--- config.mk ---
export PLATFORM = sky130hd
export DESIGN_NAME = wb_req_master
export DESIGN_NICKNAME = d
export VERILOG_FILES = /design/src/rtl/wb_pkg.sv /design/src/rtl/wb_req_fifo.sv /design/src/rtl/wb_req_master.sv
export SDC_FILE = /design/constraint.sdc
export NUM_CORES = 1
export LEC_CHECK = 0
export ABC_CLOCK_PERIOD_IN_PS = 6250
export CAP_MARGIN = 20
export CORE_UTILIZATION = 35
export CTS_CLUSTER_SIZE = 8
export DETAILED_ROUTE_END_ITERATION = 10
export GPL_TIMING_DRIVEN = 0
export SETUP_SLACK_MARGIN = 0.2
export SLEW_MARGIN = 10
export SYNTH_ARGS = -nofsm -noshare
export SYNTH_HDL_FRONTEND = slang
export SYNTH_SLANG_ARGS = --single-unit
--- constraint.sdc ---
create_clock -name sys_clk -period 6.25 [get_ports sys_clk]
set_input_delay 0.625 -clock sys_clk [delete_from_list [all_inputs] [get_ports sys_clk]]
set_output_delay 0.625 -clock sys_clk [all_outputs]
set_load 0.03 [all_outputs]
--- src/rtl/wb_pkg.sv ---
// rtl/wb_pkg.sv - shared constants and types for the wishbone request master
package wb_pkg;

  localparam int WB_DW = 32;
  localparam int WB_AW = 26;
  localparam int WB_SW = WB_DW / 8;

  localparam logic [2:0] CTI_CLASSIC = 3'b000;

  typedef enum logic [1:0] {
    INIT = 2'd0,
    IDLE = 2'd1,
    BUS  = 2'd2,
    RSP  = 2'd3
  } wbm_state_t;

  typedef struct packed {
    logic             we;
    logic [WB_AW-1:0] addr;
    logic [WB_DW-1:0] data;
    logic [WB_SW-1:0] sel;
  } wb_req_t;

endpackage

--- src/rtl/wb_req_fifo.sv ---
// rtl/wb_req_fifo.sv - synchronous request FIFO with registered-pointer full/empty flags
module wb_req_fifo
  import wb_pkg::*;
#(
  parameter int DEPTH = 4
) (
  input  logic    clk,
  input  logic    rst_n,
  input  logic    push,
  input  wb_req_t push_data,
  input  logic    pop,
  output wb_req_t pop_data,
  output logic    full,
  output logic    empty
);

  localparam int PW = $clog2(DEPTH);

  // Extra MSB on each pointer distinguishes full from empty when the indices match
  logic [PW:0]   wr_ptr;
  logic [PW:0]   rd_ptr;
  wb_req_t       mem [DEPTH];

  // Pointer advance; flags come from these registers so a same-cycle pop never unblocks a push
  always_ff @(posedge clk or negedge rst_n) begin
    if (!rst_n) begin
      wr_ptr <= '0;
      rd_ptr <= '0;
    end else begin
      if (push && !full) wr_ptr <= wr_ptr + (PW+1)'(1);
      if (pop && !empty) rd_ptr <= rd_ptr + (PW+1)'(1);
    end
  end

  // Entry storage, written only on an accepted push
  always_ff @(posedge clk) begin
    if (push && !full) mem[wr_ptr[PW-1:0]] <= push_data;
  end

  assign pop_data = mem[rd_ptr[PW-1:0]];
  assign empty    = (wr_ptr == rd_ptr);
  assign full     = (wr_ptr[PW] != rd_ptr[PW]) && (wr_ptr[PW-1:0] == rd_ptr[PW-1:0]);

endmodule

--- src/rtl/wb_req_master.sv ---
// rtl/wb_req_master.sv - wishbone classic master driving one bus cycle per queued request
module wb_req_master
  import wb_pkg::*;
#(
  parameter int DW         = WB_DW,
  parameter int AW         = WB_AW,
  parameter int FIFO_DEPTH = 4,
  parameter int TIMEOUT    = 1024
) (
  input  logic            sys_clk,
  input  logic            RESETN,
  input  logic            sdr_init_done,
  input  logic            req_valid,
  output logic            req_ready,
  input  logic            req_we,
  input  logic [AW-1:0]   req_addr,
  input  logic [DW-1:0]   req_data,
  input  logic [DW/8-1:0] req_sel,
  output logic            rsp_valid,
  input  logic            rsp_ready,
  output logic            rsp_we,
  output logic [DW-1:0]   rsp_data,
  output logic            rsp_err,
  output logic            wb_cyc_o,
  output logic            wb_stb_o,
  output logic            wb_we_o,
  output logic [AW-1:0]   wb_addr_o,
  output logic [DW-1:0]   wb_dat_o,
  output logic [DW/8-1:0] wb_sel_o,
  output logic [2:0]      wb_cti_o,
  input  logic            wb_ack_i,
  input  logic [DW-1:0]   wb_dat_i,
  output logic [15:0]     txn_cnt,
  output logic [7:0]      err_cnt
);

  localparam int TW = $clog2(TIMEOUT);

  localparam logic [1:0] ST_INIT = INIT;
  localparam logic [1:0] ST_IDLE = IDLE;
  localparam logic [1:0] ST_BUS  = BUS;
  localparam logic [1:0] ST_RSP  = RSP;

  logic [1:0]    state;
  logic [TW-1:0] tmo_cnt;
  logic          wb_stb;
  logic          fifo_full;
  logic          fifo_empty;
  logic          fifo_push;
  logic          fifo_pop;
  wb_req_t       push_req;
  wb_req_t       head_req;
  logic          bus_ack;
  logic          bus_tmo;
  logic          rsp_take;

  assign req_ready = !fifo_full && (state != ST_INIT);
  assign fifo_push = req_valid && req_ready;
  assign fifo_pop  = (state == ST_IDLE) && !fifo_empty;

  assign bus_ack   = (state == ST_BUS) && wb_ack_i;
  assign bus_tmo   = (state == ST_BUS) && !wb_ack_i && (tmo_cnt == TW'(TIMEOUT - 1));
  assign rsp_take  = (state == ST_RSP) && rsp_ready;

  assign wb_cyc_o  = wb_stb;
  assign wb_stb_o  = wb_stb;
  assign wb_cti_o  = CTI_CLASSIC;

  // Reads are normalised on entry: no write data, all byte lanes enabled
  always_comb begin
    push_req      = '0;
    push_req.we   = req_we;
    push_req.addr = req_addr;
    push_req.data = req_we ? req_data : '0;
    push_req.sel  = req_we ? req_sel : '1;
  end

  wb_req_fifo #(
    .DEPTH (FIFO_DEPTH)
  ) u_fifo (
    .clk       (sys_clk),
    .rst_n     (RESETN),
    .push      (fifo_push),
    .push_data (push_req),
    .pop       (fifo_pop),
    .pop_data  (head_req),
    .full      (fifo_full),
    .empty     (fifo_empty)
  );

  // Bus/response sequencer; bus fields return to zero whenever the strobe drops
  always_ff @(posedge sys_clk or negedge RESETN) begin
    if (!RESETN) begin
      state     <= ST_INIT;
      tmo_cnt   <= '0;
      wb_stb    <= 1'b0;
      wb_we_o   <= 1'b0;
      wb_addr_o <= '0;
      wb_dat_o  <= '0;
      wb_sel_o  <= '0;
      rsp_valid <= 1'b0;
      rsp_we    <= 1'b0;
      rsp_data  <= '0;
      rsp_err   <= 1'b0;
    end else begin
      case (state)
        ST_INIT: begin
          if (sdr_init_done) state <= ST_IDLE;
        end
        ST_IDLE: begin
          if (!fifo_empty) begin
            wb_stb    <= 1'b1;
            wb_we_o   <= head_req.we;
            wb_addr_o <= head_req.addr;
            wb_dat_o  <= head_req.data;
            wb_sel_o  <= head_req.sel;
            tmo_cnt   <= '0;
            state     <= ST_BUS;
          end
        end
        ST_BUS: begin
          if (bus_ack || bus_tmo) begin
            wb_stb    <= 1'b0;
            wb_we_o   <= 1'b0;
            wb_addr_o <= '0;
            wb_dat_o  <= '0;
            wb_sel_o  <= '0;
            rsp_valid <= 1'b1;
            rsp_we    <= wb_we_o;
            rsp_err   <= bus_tmo;
            rsp_data  <= (bus_ack && !wb_we_o) ? wb_dat_i : '0;
            state     <= ST_RSP;
          end else begin
            tmo_cnt <= tmo_cnt + TW'(1);
          end
        end
        ST_RSP: begin
          if (rsp_ready) begin
            rsp_valid <= 1'b0;
            state     <= ST_IDLE;
          end
        end
        default: state <= ST_INIT;
      endcase
    end
  end

  // Completed-transaction count wraps; timeout count saturates
  always_ff @(posedge sys_clk or negedge RESETN) begin
    if (!RESETN) begin
      txn_cnt <= '0;
      err_cnt <= '0;
    end else begin
      if (rsp_take) txn_cnt <= txn_cnt + 16'd1;
      if (bus_tmo && (err_cnt != 8'hFF)) err_cnt <= err_cnt + 8'd1;
    end
  end

endmodule

=== Word-level counts from Yosys, hierarchy flattened ===
Memories as Yosys holds them, arrays and structs flattened.
Index checks and enable logic that the tools add are counted.

* Register bits after elaboration: 141
* Word-level logic and storage cells: 90
* Memories kept: 1
* Input port bits: 101
* RAM bits: 252

{| class="wikitable"
|+ Memories
! name !! depth !! width !! read ports !! clocked after Yosys merged registers in !! write ports !! RTL line !! text
|-
| u_fifo.mem || 4 || 63 || 1 || 0 || 1 || wb_req_fifo.sv:22 || <nowiki>wb_req_t mem [DEPTH];</nowiki>
|}

* Add/subtract/negate cells: 5
* Mux-type cells: 30
* Equality and inequality tests: 13
* Reduce and logical (&&, ||, !) cells: 26

{| class="wikitable"
|+ Operators by type and width
! kind !! number
|-
| two-way mux 32 bit || 4
|-
| one-hot mux 32 bit (2 select lines) || 1
|-
| two-way mux 26 bit || 2
|-
| one-hot mux 26 bit (2 select lines) || 1
|-
| two-way mux 10 bit || 2
|-
| one-hot mux 10 bit (2 select lines) || 1
|-
| adder 16 x 1 -> 16 bit, second input constant || 1
|-
| logical AND 1 bit || 12
|-
| two-way mux 4 bit || 3
|-
| adder 10 x 1 -> 10 bit, second input constant || 1
|-
| == test 10 bit, second input constant || 1
|-
| AND reduction 3 bit || 3
|-
| adder 8 x 1 -> 8 bit, second input constant || 1
|-
| two-way mux 2 bit || 4
|-
| inequality test 2 bit, second input constant || 4
|-
| inequality test 8 bit, second input constant || 1
|-
| one-hot mux 2 bit (4 select lines) || 1
|-
| one-hot mux 4 bit (2 select lines) || 1
|-
| two-way mux 1 bit || 7
|-
| adder 3 x 1 -> 3 bit, second input constant || 2
|-
| one-hot mux 1 bit (2 select lines) || 3
|-
| nonzero test 2 bit || 3
|-
| == test 2 bit, second input constant || 2
|-
| zero test 1 bit || 4
|-
| other kinds (9) || 9
|}

=== Logic depth before layout (Yosys ltp) ===
Gate-level depths: netlist (run 1).

* Word-level depth: 8
* Mapped depth: 8
* Gate-level depth less buffers: 6

=== By module ===
Synthesis (run 1) repeated with hierarchy kept, for this count alone.

* Cell total of the unflattened synthesis: 835
* Area total of the unflattened synthesis: 15192.1 um2

{| class="wikitable"
|+ By module, submodules not included
! module !! cells each !! area an instance (um2) !! instances
|-
| wb_req_fifo || 378 || 9546.7 || 1
|-
| wb_req_master || 457 || 5645.4 || 1
|}

=== Worst setup path before layout (run 1) ===
No wires, ideal clock.

* Kind: input port to flip-flop
* From: input req_valid
* To: memory u_fifo.mem[3][0] in the netlist's numbering (enable)
* Arrival time: 2.788 ns
* Setup slack: 3.033 ns
* Cell stages on the path: 3
* Cells stage by stage: clkinv_1 -> a311oi_1 -> and2_1

* Cells in the longest elaborated chain, start to end: 4

{| class="wikitable"
|+ RTL lines
! element !! RTL line !! text
|-
| start, declared || wb_req_master.sv:13 || <nowiki>input logic req_valid,</nowiki>
|-
| logical AND 1 bit || wb_req_master.sv:58 || <nowiki>assign fifo_push = req_valid && req_ready;</nowiki>
|-
| logical AND 1 bit || wb_req_fifo.sv:37 || <nowiki>if (push && !full) mem[wr_ptr[PW-1:0]] <= push_data;</nowiki>
|-
| two-way mux 1 bit || wb_req_fifo.sv:37 ||
|-
| two-way mux 1 bit (implied by the code) || wb_req_fifo.sv:37 ||
|-
| end, declared || wb_req_fifo.sv:22 ||
|}

No other way between the ends.

=== Worst setup path after layout (run 1) ===
* From: register state[0]
* To: register wb_addr_o[20]

* Cells in the longest elaborated chain, start to end: 6
* Elaborated cells on any way between the ends: 11

{| class="wikitable"
|+ RTL lines
! element !! RTL line !! text
|-
| start, declared || wb_req_master.sv:44 || <nowiki>logic [1:0] state;</nowiki>
|-
| start signal, assigned || wb_req_master.sv:94 || <nowiki>state <= ST_INIT;</nowiki>
|-
| start signal, assigned || wb_req_master.sv:108 || <nowiki>if (sdr_init_done) state <= ST_IDLE;</nowiki>
|-
| start signal, assigned || wb_req_master.sv:118 || <nowiki>state <= ST_BUS;</nowiki>
|-
| == test 2 bit || wb_req_master.sv:61, wb_req_master.sv:62, wb_req_master.sv:106 ||
|-
| logical AND 1 bit (2 in series) || wb_req_master.sv:62 || <nowiki>assign bus_tmo = (state == ST_BUS) && !wb_ack_i && (tmo_cnt == TW'(TIMEOUT - 1));</nowiki>
|-
| logical OR 1 bit || wb_req_master.sv:122 || <nowiki>if (bus_ack || bus_tmo) begin</nowiki>
|-
| inequality test 2 x 1 -> 1 bit (no line) || - ||
|-
| AND reduction 3 bit (no line) || - ||
|-
| end signal, assigned || wb_req_master.sv:114 || <nowiki>wb_addr_o <= head_req.addr;</nowiki>
|-
| end, declared || wb_req_master.sv:27 || <nowiki>output logic [AW-1:0] wb_addr_o,</nowiki>
|}

Parallel ways exist; a longest one is shown, timed or not.
A chain may end at the register's enable or synchronous reset.

==> results of run 1 <==
## layout by cell type (no fill, tap or decap), types with 12 or more instances in the layout
cell,netlist,final
a22o_1,96,96
and2_1,38,34
clkbuf_1,35,71
clkbuf_16,0,55
clkdlybuf4s50_1,0,224
dfrtp_1,141,141
edfxtp_1,252,252
ha_1,12,12
mux4_2,63,63
nand2_1,22,22
nand3_1,17,17
nor2_1,12,12
xnor2_1,24,24
## flip-flops by register name, indices dropped and copies added, names as in the netlist, 2 cells and up
register       cells
u_fifo.rd_ptr      3
wb_dat_o          32
state              2
wb_sel_o           4
u_fifo.mem       252
tmo_cnt           10
wb_addr_o         26
err_cnt            8
txn_cnt           16
u_fifo.wr_ptr      3
rsp_data          32
## logic make-up (layout without fill, tap and decap cells)
group | count (synthesis) | after routing
and+or+nand+nor | 128 | 128
DFF | 393 | 393
other | 1 | 3
buffers and inverters | 55 | 383
muxes | 70 | 70
AOI/OAI and AO/OA | 129 | 129
xor gates and xnor gates | 29 | 29
adders and majority gates | 12 | 12
## worst max path at each step
stage / start / end / slack [ns] / cells past startpoint
after detailed placement: req_valid / u_fifo.mem[0][22] / 2.99 / 5
after floorplan: req_valid / u_fifo.mem[3][0] / 3.03 / 3
after global routing: state[0] / wb_addr_o[19] / 3.17 / 7
after CTS: state[0] / wb_addr_o[20] / 3.24 / 7
after global placement: RESETN / wb_dat_o[19] / -2.13 / 1
final: state[0] / wb_addr_o[20] / 3.37 / 7
## final cells by class
class	count	area, µm²
fill	3651	22400
timing repair buffer	231	2400
buffer	46	196
sequential	393	11100
multi-input combinational	371	3740
clock inverter	3	68.8
clock buffer	94	1550
inverter	9	33.8
tap	539	674
## per-stage QoR
step / power, mW / TNS [ns] / instance area, µm² / std cells
final: 10.6 / 0 / 19800 / 1686
after global routing: 11.2 / 0 / 19800 / 1686
after CTS: 10.8 / 0 / 19800 / 1686
after detailed placement: 7.96 / 0 / 18100 / 1588
after global placement: 7.89 / -297.20 / 18000 / 1583
after floorplan: 6.37 / 0 / 15100 / 819
## metal layers
metal  vias up  part of all wire, %
li1       3827                    -
met1      4299                   43
met2       258                   47
met3        67                  7.0
met4         8                  2.6
met5         -                 0.15
## power by group through the flow
stage | combinational (mW) | sequential, mW | clock, mW
2_1_floorplan | 1.87 | 4.49 | 0
3_5_place_dp | 4.05 | 3.92 | 0
4_1_cts | 4.05 | 3.88 | 2.86
6_report | 3.96 | 3.88 | 2.76
3_3_place_gp | 3.94 | 3.95 | 0
5_1_grt | 4.26 | 3.95 | 2.98
==> impl_metrics.env, run 1 <==
export IMPL_cts_tree="done"
export IMPL_crit_path_frequent_cell="nand3_1"
export IMPL_slew_viol_final=0
export IMPL_yosysTopAreaCellShare_pct=50.3
export IMPL_viasPerCell=5.02
export IMPL_reg2reg_to="wb_addr_o[20]"
export IMPL_synth_area_leaders="edfxtp_1, dfrtp_1, mux4_2"
export IMPL_antenna_found_initial=4
export IMPL_fin_ws_ns=3.37
export IMPL_numPortBuffers=225
export IMPL_synthArstFlopShare_pct=35.9
export IMPL_hold_depth=1
export IMPL_place_ws_ns=2.99
export IMPL_post_cts_buffers=0
export IMPL_finalCriticalPeriod_ns=2.88
export IMPL_syn_avg_cell_area_um2=18.4
export IMPL_p_clk_share_pct=26.1
export IMPL_initial_core_util_pct=35.7
export IMPL_ios=229
export IMPL_synthAdderAreaFrac_pct=0.998
export IMPL_timing_hold_violations_final=0
export IMPL_postLayoutCoreUtil_pct=46.9
export IMPL_drc=0
export IMPL_power_density_nw_per_um2=536
export IMPL_peakVddDrop_v=0.000347
export IMPL_hp_start="txn_cnt[15]"
export IMPL_synth_xor_area_share_pct=1.74
export IMPL_worstMarginPinSlew_ns=0.984
export IMPL_worstHoldPathType="reg2reg"
export IMPL_first_pass_iters=7
export IMPL_ys_seq_elements=393
export IMPL_antennaDiodeCount=0
export IMPL_cts_root_buf="clkbuf_16"
export IMPL_die_w_um=209
export IMPL_synth_top_cell_by_area="edfxtp_1"
export IMPL_track_usage_pct=16.1
export IMPL_r2r_setup_slack_ns=3.37
export IMPL_min_period_over_period_pct=46.1
export IMPL_yosys_area_share_simple_pct=4.83
export IMPL_synth_compound_area_share_pct=7.19
export IMPL_finalSetupViolCount=0
export IMPL_vias=8459
export IMPL_clock_latency_ns=0.61
export IMPL_drtAntennaViolNets=0
export IMPL_startpoint_type="register"
export IMPL_synth_top_family_by_area="multiplexers"
export IMPL_grt_pass1_vias=8928
export IMPL_hpwl_um=21200
export IMPL_die_h_um=209
export IMPL_p_sw_mw=3.65
export IMPL_syn_inst=817
export IMPL_arrival_ns=3.35
export IMPL_wl_per_cell_um=20.6
export IMPL_crit_slowest_cell="nand3_1"
export IMPL_path_buf_inv=2
export IMPL_dieArea_um2=43800
export IMPL_synth_mux_area_fraction_pct=9.95
export IMPL_totalWireLength_um=34700
export IMPL_overflow=0
export IMPL_grt_max_degree=80
export IMPL_grt_setup_unrepaired="no"
export IMPL_outcome="completed"
export IMPL_synth_ff_type="edfxtp_1"
export IMPL_intPower_mw=6.95
export IMPL_worst_r2r_cell_count=7
export IMPL_path_cells="inv_1, ha_1, nand3_1, o311ai_1, nand3_1, clkbuf_1, a22o_1"
export IMPL_synth_common_cells="edfxtp_1, dfrtp_1, a22o_1, mux4_2, and2_1"
export IMPL_clkTransAtPathRegs_ns=0.05
export IMPL_grtUsageMet2_pct=26.3
export IMPL_cts_sinks=393
export IMPL_place_gp_congestion=0.728
export IMPL_ys_seq_area_share_pct=73.7
export IMPL_max_stage_delay_ns=0.61
export IMPL_synth_cell_types=51
export IMPL_fmax_mhz=347
export IMPL_whs_endpoint="txn_cnt[15]"
export IMPL_worstPathMaxFanout=10
export IMPL_fin_skew_ns=0.0303
export IMPL_clockBufferDepth=3
export IMPL_worst_setup_path_type="reg2reg"
export IMPL_p_leak_nw=7.27
export IMPL_synth_most_common_cell="edfxtp_1"
export IMPL_timing_slew_headroom_pct=34.0
export IMPL_setup_worst_path_end_class="register"
export IMPL_cts_max_level=2
export IMPL_dr_first_iter_drc_count=364
export IMPL_coreArea_um2=42100
export IMPL_cts_made_buffers=55
export IMPL_use_met1_pct=20.5
export IMPL_finalNetCount=1220
export IMPL_grt_busiest_layer="met2"
export IMPL_crit_family="simple AND/OR/NAND/NOR gates"
export IMPL_seq_power_share_pct=36.6
export IMPL_drive_above_1_share_pct=13.1
export IMPL_hold_buffers=1
export IMPL_synth_cell_area_um2=15000
export IMPL_power_frac_comb_pct=37.4
export IMPL_synth_edff_count=252
export IMPL_synth_warnings=0
export IMPL_max_cap_violations=0
export IMPL_postCtsResizedCells=0
export IMPL_grt_pass1_wl_um=53300
export IMPL_area_delta_synth_final_pct=31.4
export IMPL_grt_use_met3_pct=4.70
export IMPL_holdWs_ns=0.475
export IMPL_r2r_start="state[0]"
export IMPL_switching_share_pct=34.4
export IMPL_core_rowCount=75
export IMPL_required_ns=6.72
Note: power is estimated with default switching activity, not from simulation.
==> run 2, diff against run 1 <==
--- a/config.mk
+++ b/config.mk
@@ -5,7 +5,7 @@
 export SDC_FILE = /design/constraint.sdc
 export NUM_CORES = 1
 export LEC_CHECK = 0
-export ABC_CLOCK_PERIOD_IN_PS = 6250
+export ABC_CLOCK_PERIOD_IN_PS = 2700
 export CAP_MARGIN = 20
 export CORE_UTILIZATION = 35
 export CTS_CLUSTER_SIZE = 8
==> constraint.sdc (replaced) <==
create_clock -name sys_clk -period 2.7 [get_ports sys_clk]
set_input_delay 0.27 -clock sys_clk [delete_from_list [all_inputs] [get_ports sys_clk]]
set_output_delay 0.27 -clock sys_clk [all_outputs]
set_load 0.03 [all_outputs]
==> run 2 against run 1 <==
Against the previous run: clock power up 130%; critical path depth is 1 lower; critical endpoint is now wb_addr_o[13]; flip-flop and latch count is the same; critical path type unchanged; utilization rose by 0.28 points; highest routed layer unchanged.
==> impl_metrics.env, run 2 (synthesis results as in run 1) <==
export IMPL_clock_latency_ns=0.61
export IMPL_numPortBuffers=225
export IMPL_cts_sinks=393
export IMPL_arrival_ns=2.89
export IMPL_totalWireLength_um=34800
export IMPL_track_usage_pct=16.4
export IMPL_peakVddDrop_v=0.000679
export IMPL_outcome="completed"
export IMPL_worst_setup_path_type="reg2reg"
export IMPL_cts_tree="done"
export IMPL_die_w_um=209
export IMPL_max_cap_violations=0
export IMPL_finalSetupViolCount=0
export IMPL_cts_root_buf="clkbuf_16"
export IMPL_worstMarginPinSlew_ns=0.739
export IMPL_grt_use_met3_pct=4.64
export IMPL_grt_max_degree=95
export IMPL_drc=0
export IMPL_post_place_cells=1588
export IMPL_worstPathMaxFanout=10
export IMPL_required_ns=3.19
export IMPL_die_h_um=209
export IMPL_cts_max_level=2
export IMPL_timing_slew_headroom_pct=50.3
export IMPL_layout_cells_most_common_list="edfxtp_1, clkdlybuf4s50_1, dfrtp_1"
export IMPL_antenna_found_initial=4
export IMPL_dr_first_iter_drc_count=485
export IMPL_overflow=0
export IMPL_setup_tns_final_ns=0
export IMPL_initial_core_util_pct=35.7
export IMPL_worstHoldPathType="in2async"
export IMPL_clkTransAtPathRegs_ns=0.06
export IMPL_ios=229
export IMPL_startpoint_type="register"
export IMPL_clockBufferDepth=3
export IMPL_r2r_start="u_fifo.wr_ptr[1]"
export IMPL_drtAntennaViolNets=0
export IMPL_p_leak_nw=7.34
export IMPL_first_pass_iters=4
export IMPL_place_gp_congestion=0.767
export IMPL_nFillCells=3638
export IMPL_hpwl_um=21000
export IMPL_grtUsageMet2_pct=26.7
export IMPL_worst_r2r_cell_count=6
export IMPL_crit_slowest_cell="dfrtp_1"
export IMPL_wl_per_cell_um=20.6
export IMPL_slew_viol_final=0
export IMPL_min_period_over_period_pct=88.9
export IMPL_max_stage_delay_ns=0.44
export IMPL_cts_made_buffers=55
export IMPL_final_common_cell="edfxtp_1"
export IMPL_place_ws_ns=-0.302
export IMPL_finalCriticalPeriod_ns=2.40
export IMPL_fmax_mhz=417
export IMPL_power_density_nw_per_um2=1250
export IMPL_grt_pass1_wl_um=53900
export IMPL_setup_worst_path_end_class="register"
export IMPL_grt_setup_unrepaired="yes"
export IMPL_r2r_setup_slack_ns=0.30
export IMPL_timing_hold_violations_final=0
export IMPL_coreArea_um2=42100
export IMPL_path_cells="xnor2_2, nand4_1, and3b_1, clkbuf_2, buf_1, a22o_1"
export IMPL_grt_pass1_vias=9013
export IMPL_area_delta_synth_final_pct=32.1
export IMPL_largest_register_ff_count=252
export IMPL_fin_ws_ns=0.299
export IMPL_finalNetCount=1225
export IMPL_dieArea_um2=43800
export IMPL_core_rowCount=75
export IMPL_use_met1_pct=20.9
export IMPL_instances_no_fill=1695
export IMPL_drive_above_1_share_pct=14.7
export IMPL_reg2reg_to="wb_addr_o[13]"
export IMPL_vias=8460
export IMPL_fin_skew_ns=0.0337
export IMPL_grt_busiest_layer="met2"
export IMPL_viasPerCell=4.99
[run 2: cell count changes in the layout (fill, tap and decap cells not counted), moves of 2 or more]
cell | before | now
xnor2_1 | 24 | 22
clkbuf_8 | 3 | 0
diode_2 | 0 | 3
buf_4 | 4 | 6
buf_16 | 5 | 3
buf_1 | 0 | 2
clkbuf_2 | 0 | 12
and2_2 | 0 | 2
buf_12 | 0 | 3
xnor2_2 | 1 | 3
clkbuf_1 | 71 | 60
[run 2: layer usage]
| metal | share of wire [%] | wire (µm) | vias up |
|---|---|---|---|
| met5 | 0.077 | 27 | - |
| met4 | 2.5 | 861 | 4 |
| met3 | 6.7 | 2340 | 60 |
| met2 | 47 | 16400 | 242 |
| met1 | 44 | 15200 | 4307 |
| li1 | - | - | 3847 |
[run 2: stage by stage]
| stage | instance area, µm² | hold WS (ns) | utilization, % | power [mW] |
|---|---|---|---|---|
| 4_1_cts | 19900 | 0.166 | 47.1 | 25.2 |
| 5_1_grt | 19900 | 0.209 | 47.2 | 26.1 |
| 2_1_floorplan | 15100 | -0.0256 | - | 14.7 |
| 3_5_place_dp | 18100 | 0.221 | 43.0 | 18.4 |
| 6_report | 19900 | 0.190 | 47.2 | 24.8 |
| 3_3_place_gp | 18000 | 0.462 | 42.7 | 18.2 |
[run 2: how the worst max path moves through the flow]
stage	from	end	slack, ns	cells after the start
2_1_floorplan	u_fifo.rd_ptr[2]	u_fifo.mem[3][0]	0.19	3
3_3_place_gp	RESETN	wb_dat_o[18]	-5.39	1
3_5_place_dp	req_valid	u_fifo.mem[0][23]	-0.30	5
4_1_cts	u_fifo.wr_ptr[1]	wb_addr_o[22]	0.22	6
5_1_grt	u_fifo.wr_ptr[0]	wb_addr_o[7]	0.17	6
6_report	u_fifo.wr_ptr[1]	wb_addr_o[13]	0.30	6
[run 2: final cells by class]
| class | count | area, µm² | area share [%] |
|---|---|---|---|
| multi-input cells | 373 | 3810 | 19.2 |
| diodes | 3 | 7.51 | 0.0378 |
| flip-flops and latches | 393 | 11100 | 55.8 |
| inverters | 9 | 33.8 | 0.170 |
| well taps | 539 | 674 | 3.39 |
| repair buffers | 234 | 2420 | 12.2 |
| clock inverters | 4 | 98.8 | 0.497 |
| clock buffers | 94 | 1520 | 7.66 |
| plain buffers | 46 | 211 | 1.06 |
[run 2: critical path: cells and delay by family (launching register included)]
family                 cells  cell delay [ns]
AO/OA/AOI/OAI              1             0.29
AND/OR/NAND/NOR            2             0.61
XOR/XNOR                   1             0.31
buffers and inverters      2             0.61
flip-flops                 1             0.44
[run 2: where the power goes]
part           switching, mW  leakage [nW]  total, mW  internal [mW]
logic                   5.25          2.46       9.34           4.09
clock network           2.53         0.765       6.42           3.90
registers              0.746          4.11       8.99           8.24
[run 2: repair_timing]
action	in CTS	in global routing
gates resized for setup	10	23
endpoints found under the hold margin	47	0
gates cloned	2	0
setup buffers	3	0
endpoints found under the setup margin	318	62
pin swaps	3	0
hold buffers	1	0
==> run 3, diff against run 2 <==
--- a/config.mk
+++ b/config.mk
@@ -11,8 +11,9 @@
 export CTS_CLUSTER_SIZE = 8
 export DETAILED_ROUTE_END_ITERATION = 10
 export GPL_TIMING_DRIVEN = 0
+export MAX_ROUTING_LAYER = met4
 export SETUP_SLACK_MARGIN = 0.2
-export SLEW_MARGIN = 10
+export SLEW_MARGIN = 15
 export SYNTH_ARGS = -nofsm -noshare
 export SYNTH_HDL_FRONTEND = slang
 export SYNTH_SLANG_ARGS = --single-unit
==> run 3 against run 2 <==
Against the previous run: flip-flop and latch count is the same; worst setup slack improved by 0.0080 ns; clock power about the same; hold slack better by 0.0042 ns; critical path depth unchanged; final cell count up 0.12%; sequential share of layout area about the same; via count rose by 0.14%; utilization about the same; cell area about the same; total power hardly changed; clock skew increased by 0.00090 ns.
==> impl_metrics.env, run 3 (synthesis results as in run 1) <==
export IMPL_dr_first_iter_drc_count=464
export IMPL_slew_viol_final=0
export IMPL_totalWireLength_um=34800
export IMPL_startpoint_type="register"
export IMPL_drive_above_1_share_pct=14.7
export IMPL_worst_setup_path_type="reg2reg"
export IMPL_drc=0
export IMPL_numPortBuffers=225
export IMPL_clkTransAtPathRegs_ns=0.06
export IMPL_grt_max_degree=95
export IMPL_die_w_um=209
export IMPL_reg2reg_to="wb_addr_o[7]"
export IMPL_postLayoutCoreUtil_pct=47.2
export IMPL_cts_made_buffers=55
export IMPL_final_common_cell="edfxtp_1"
export IMPL_overflow=0
export IMPL_arrival_ns=2.88
export IMPL_fin_skew_ns=0.0346
export IMPL_worstHoldPathType="in2async"
export IMPL_grt_pass1_wl_um=53800
export IMPL_vias=8472
export IMPL_fmax_mhz=418
export IMPL_cts_sinks=393
export IMPL_timing_hold_violations_final=0
export IMPL_min_period_over_period_pct=88.6
export IMPL_required_ns=3.19
export IMPL_worstMarginPinSlew_ns=0.747
export IMPL_finalCriticalPeriod_ns=2.39
export IMPL_grt_setup_unrepaired="yes"
export IMPL_place_gp_congestion=0.778
export IMPL_cts_root_buf="clkbuf_16"
export IMPL_finalSetupViolCount=0
export IMPL_cts_max_level=2
export IMPL_first_pass_iters=4
export IMPL_wl_per_cell_um=20.5
export IMPL_finalNetCount=1225
export IMPL_initial_core_util_pct=35.7
export IMPL_power_density_nw_per_um2=1250
export IMPL_coreArea_um2=42100
export IMPL_track_usage_pct=16.9
export IMPL_startpoint="u_fifo.wr_ptr[1]"
export IMPL_grt_pass1_vias=9014
export IMPL_die_h_um=209
export IMPL_timing_slew_headroom_pct=49.8
export IMPL_cts_tree="done"
export IMPL_r2r_start="u_fifo.wr_ptr[1]"
export IMPL_p_leak_nw=7.34
export IMPL_ios=229
export IMPL_outcome="completed"
export IMPL_worst_r2r_cell_count=6
export IMPL_worstPathMaxFanout=10
export IMPL_crit_end="wb_addr_o[7]"
export IMPL_peakVddDrop_v=0.000680
export IMPL_drtAntennaViolNets=0
export IMPL_core_rowCount=75
export IMPL_r2r_setup_slack_ns=0.31
export IMPL_viasPerCell=4.99
export IMPL_largest_register_ff_count=252
export IMPL_clockBufferDepth=3
export IMPL_setup_worst_path_end_class="register"
export IMPL_max_cap_violations=0
export IMPL_clock_latency_ns=0.61
export IMPL_area_delta_synth_final_pct=32.2
export IMPL_antenna_found_initial=4
export IMPL_layout_cells_most_common_list="edfxtp_1, clkdlybuf4s50_1, dfrtp_1"
export IMPL_power_mw=24.8
export IMPL_hpwl_um=21000
export IMPL_dieArea_um2=43800
run 3: cell count changes in the layout (fill, tap and decap cells not counted):
| cell | delta |
|---|---|
| diode_2 | +2 |
run 3: routing by layer:
metal	routed length, µm	track usage, %
met5	0	-
met4	852	6.19
met3	2490	4.61
met2	16500	26.8
met1	15000	20.8
run 3: layout make-up:
| cell class | count | area (µm²) |
|---|---|---|
| fillers | 3637 | 22200 |
| flip-flops and latches | 393 | 11100 |
| multi-input cells | 373 | 3810 |
| repair buffers | 234 | 2420 |
| clock buffers | 94 | 1520 |
| well taps | 539 | 674 |
| plain buffers | 46 | 211 |
| clock inverters | 4 | 98.8 |
| inverters | 9 | 33.8 |
| diodes | 5 | 12.5 |
run 3: worst min path at each step:
stage | end | slack (ns) | depth (start not counted)
2_1_floorplan | err_cnt[0] | -0.03 | 0
3_3_place_gp | txn_cnt[15] | 0.46 | 1
3_5_place_dp | err_cnt[2] | 0.22 | 1
4_1_cts | wb_dat_o[22] | 0.17 | 2
5_1_grt | wb_dat_o[22] | 0.21 | 2
6_report | err_cnt[3] | 0.19 | 2
run 3: metrics by stage:
stage	setup TNS, ns	hold WS (ns)	setup WS [ns]	area, µm²	std cells
2_1_floorplan	0	-0.0256	0.192	15100	819
3_3_place_gp	-992.34	0.462	-5.39	18000	1583
3_5_place_dp	-46.44	0.221	-0.302	18100	1588
4_1_cts	0	0.166	0.222	19900	1692
5_1_grt	0	0.209	0.168	19900	1696
6_report	0	0.195	0.307	19900	1697
run 3: power by group:
part	internal, mW	leakage, nW	switching [mW]
combinational	4.09	2.46	5.26
clock	3.90	0.765	2.54
sequential	8.24	4.11	0.747
total	16.2	7.34	8.54
run 3: timing repair:
item,4_1_cts,5_1_grt
setup buffers,3,0
hold endpoints to repair,47,0
gates resized for setup,10,23
gates cloned,2,0
pin swaps,3,0
setup endpoints to repair,318,62
hold buffers,1,0
run 3: worst max-delay path: stages, from the launching register on:
cell	delay, ns
dfrtp_1	0.44
xnor2_2	0.31
nand4_1	0.32
and3b_1	0.29
clkbuf_2	0.26
buf_1	0.35
a22o_1	0.29
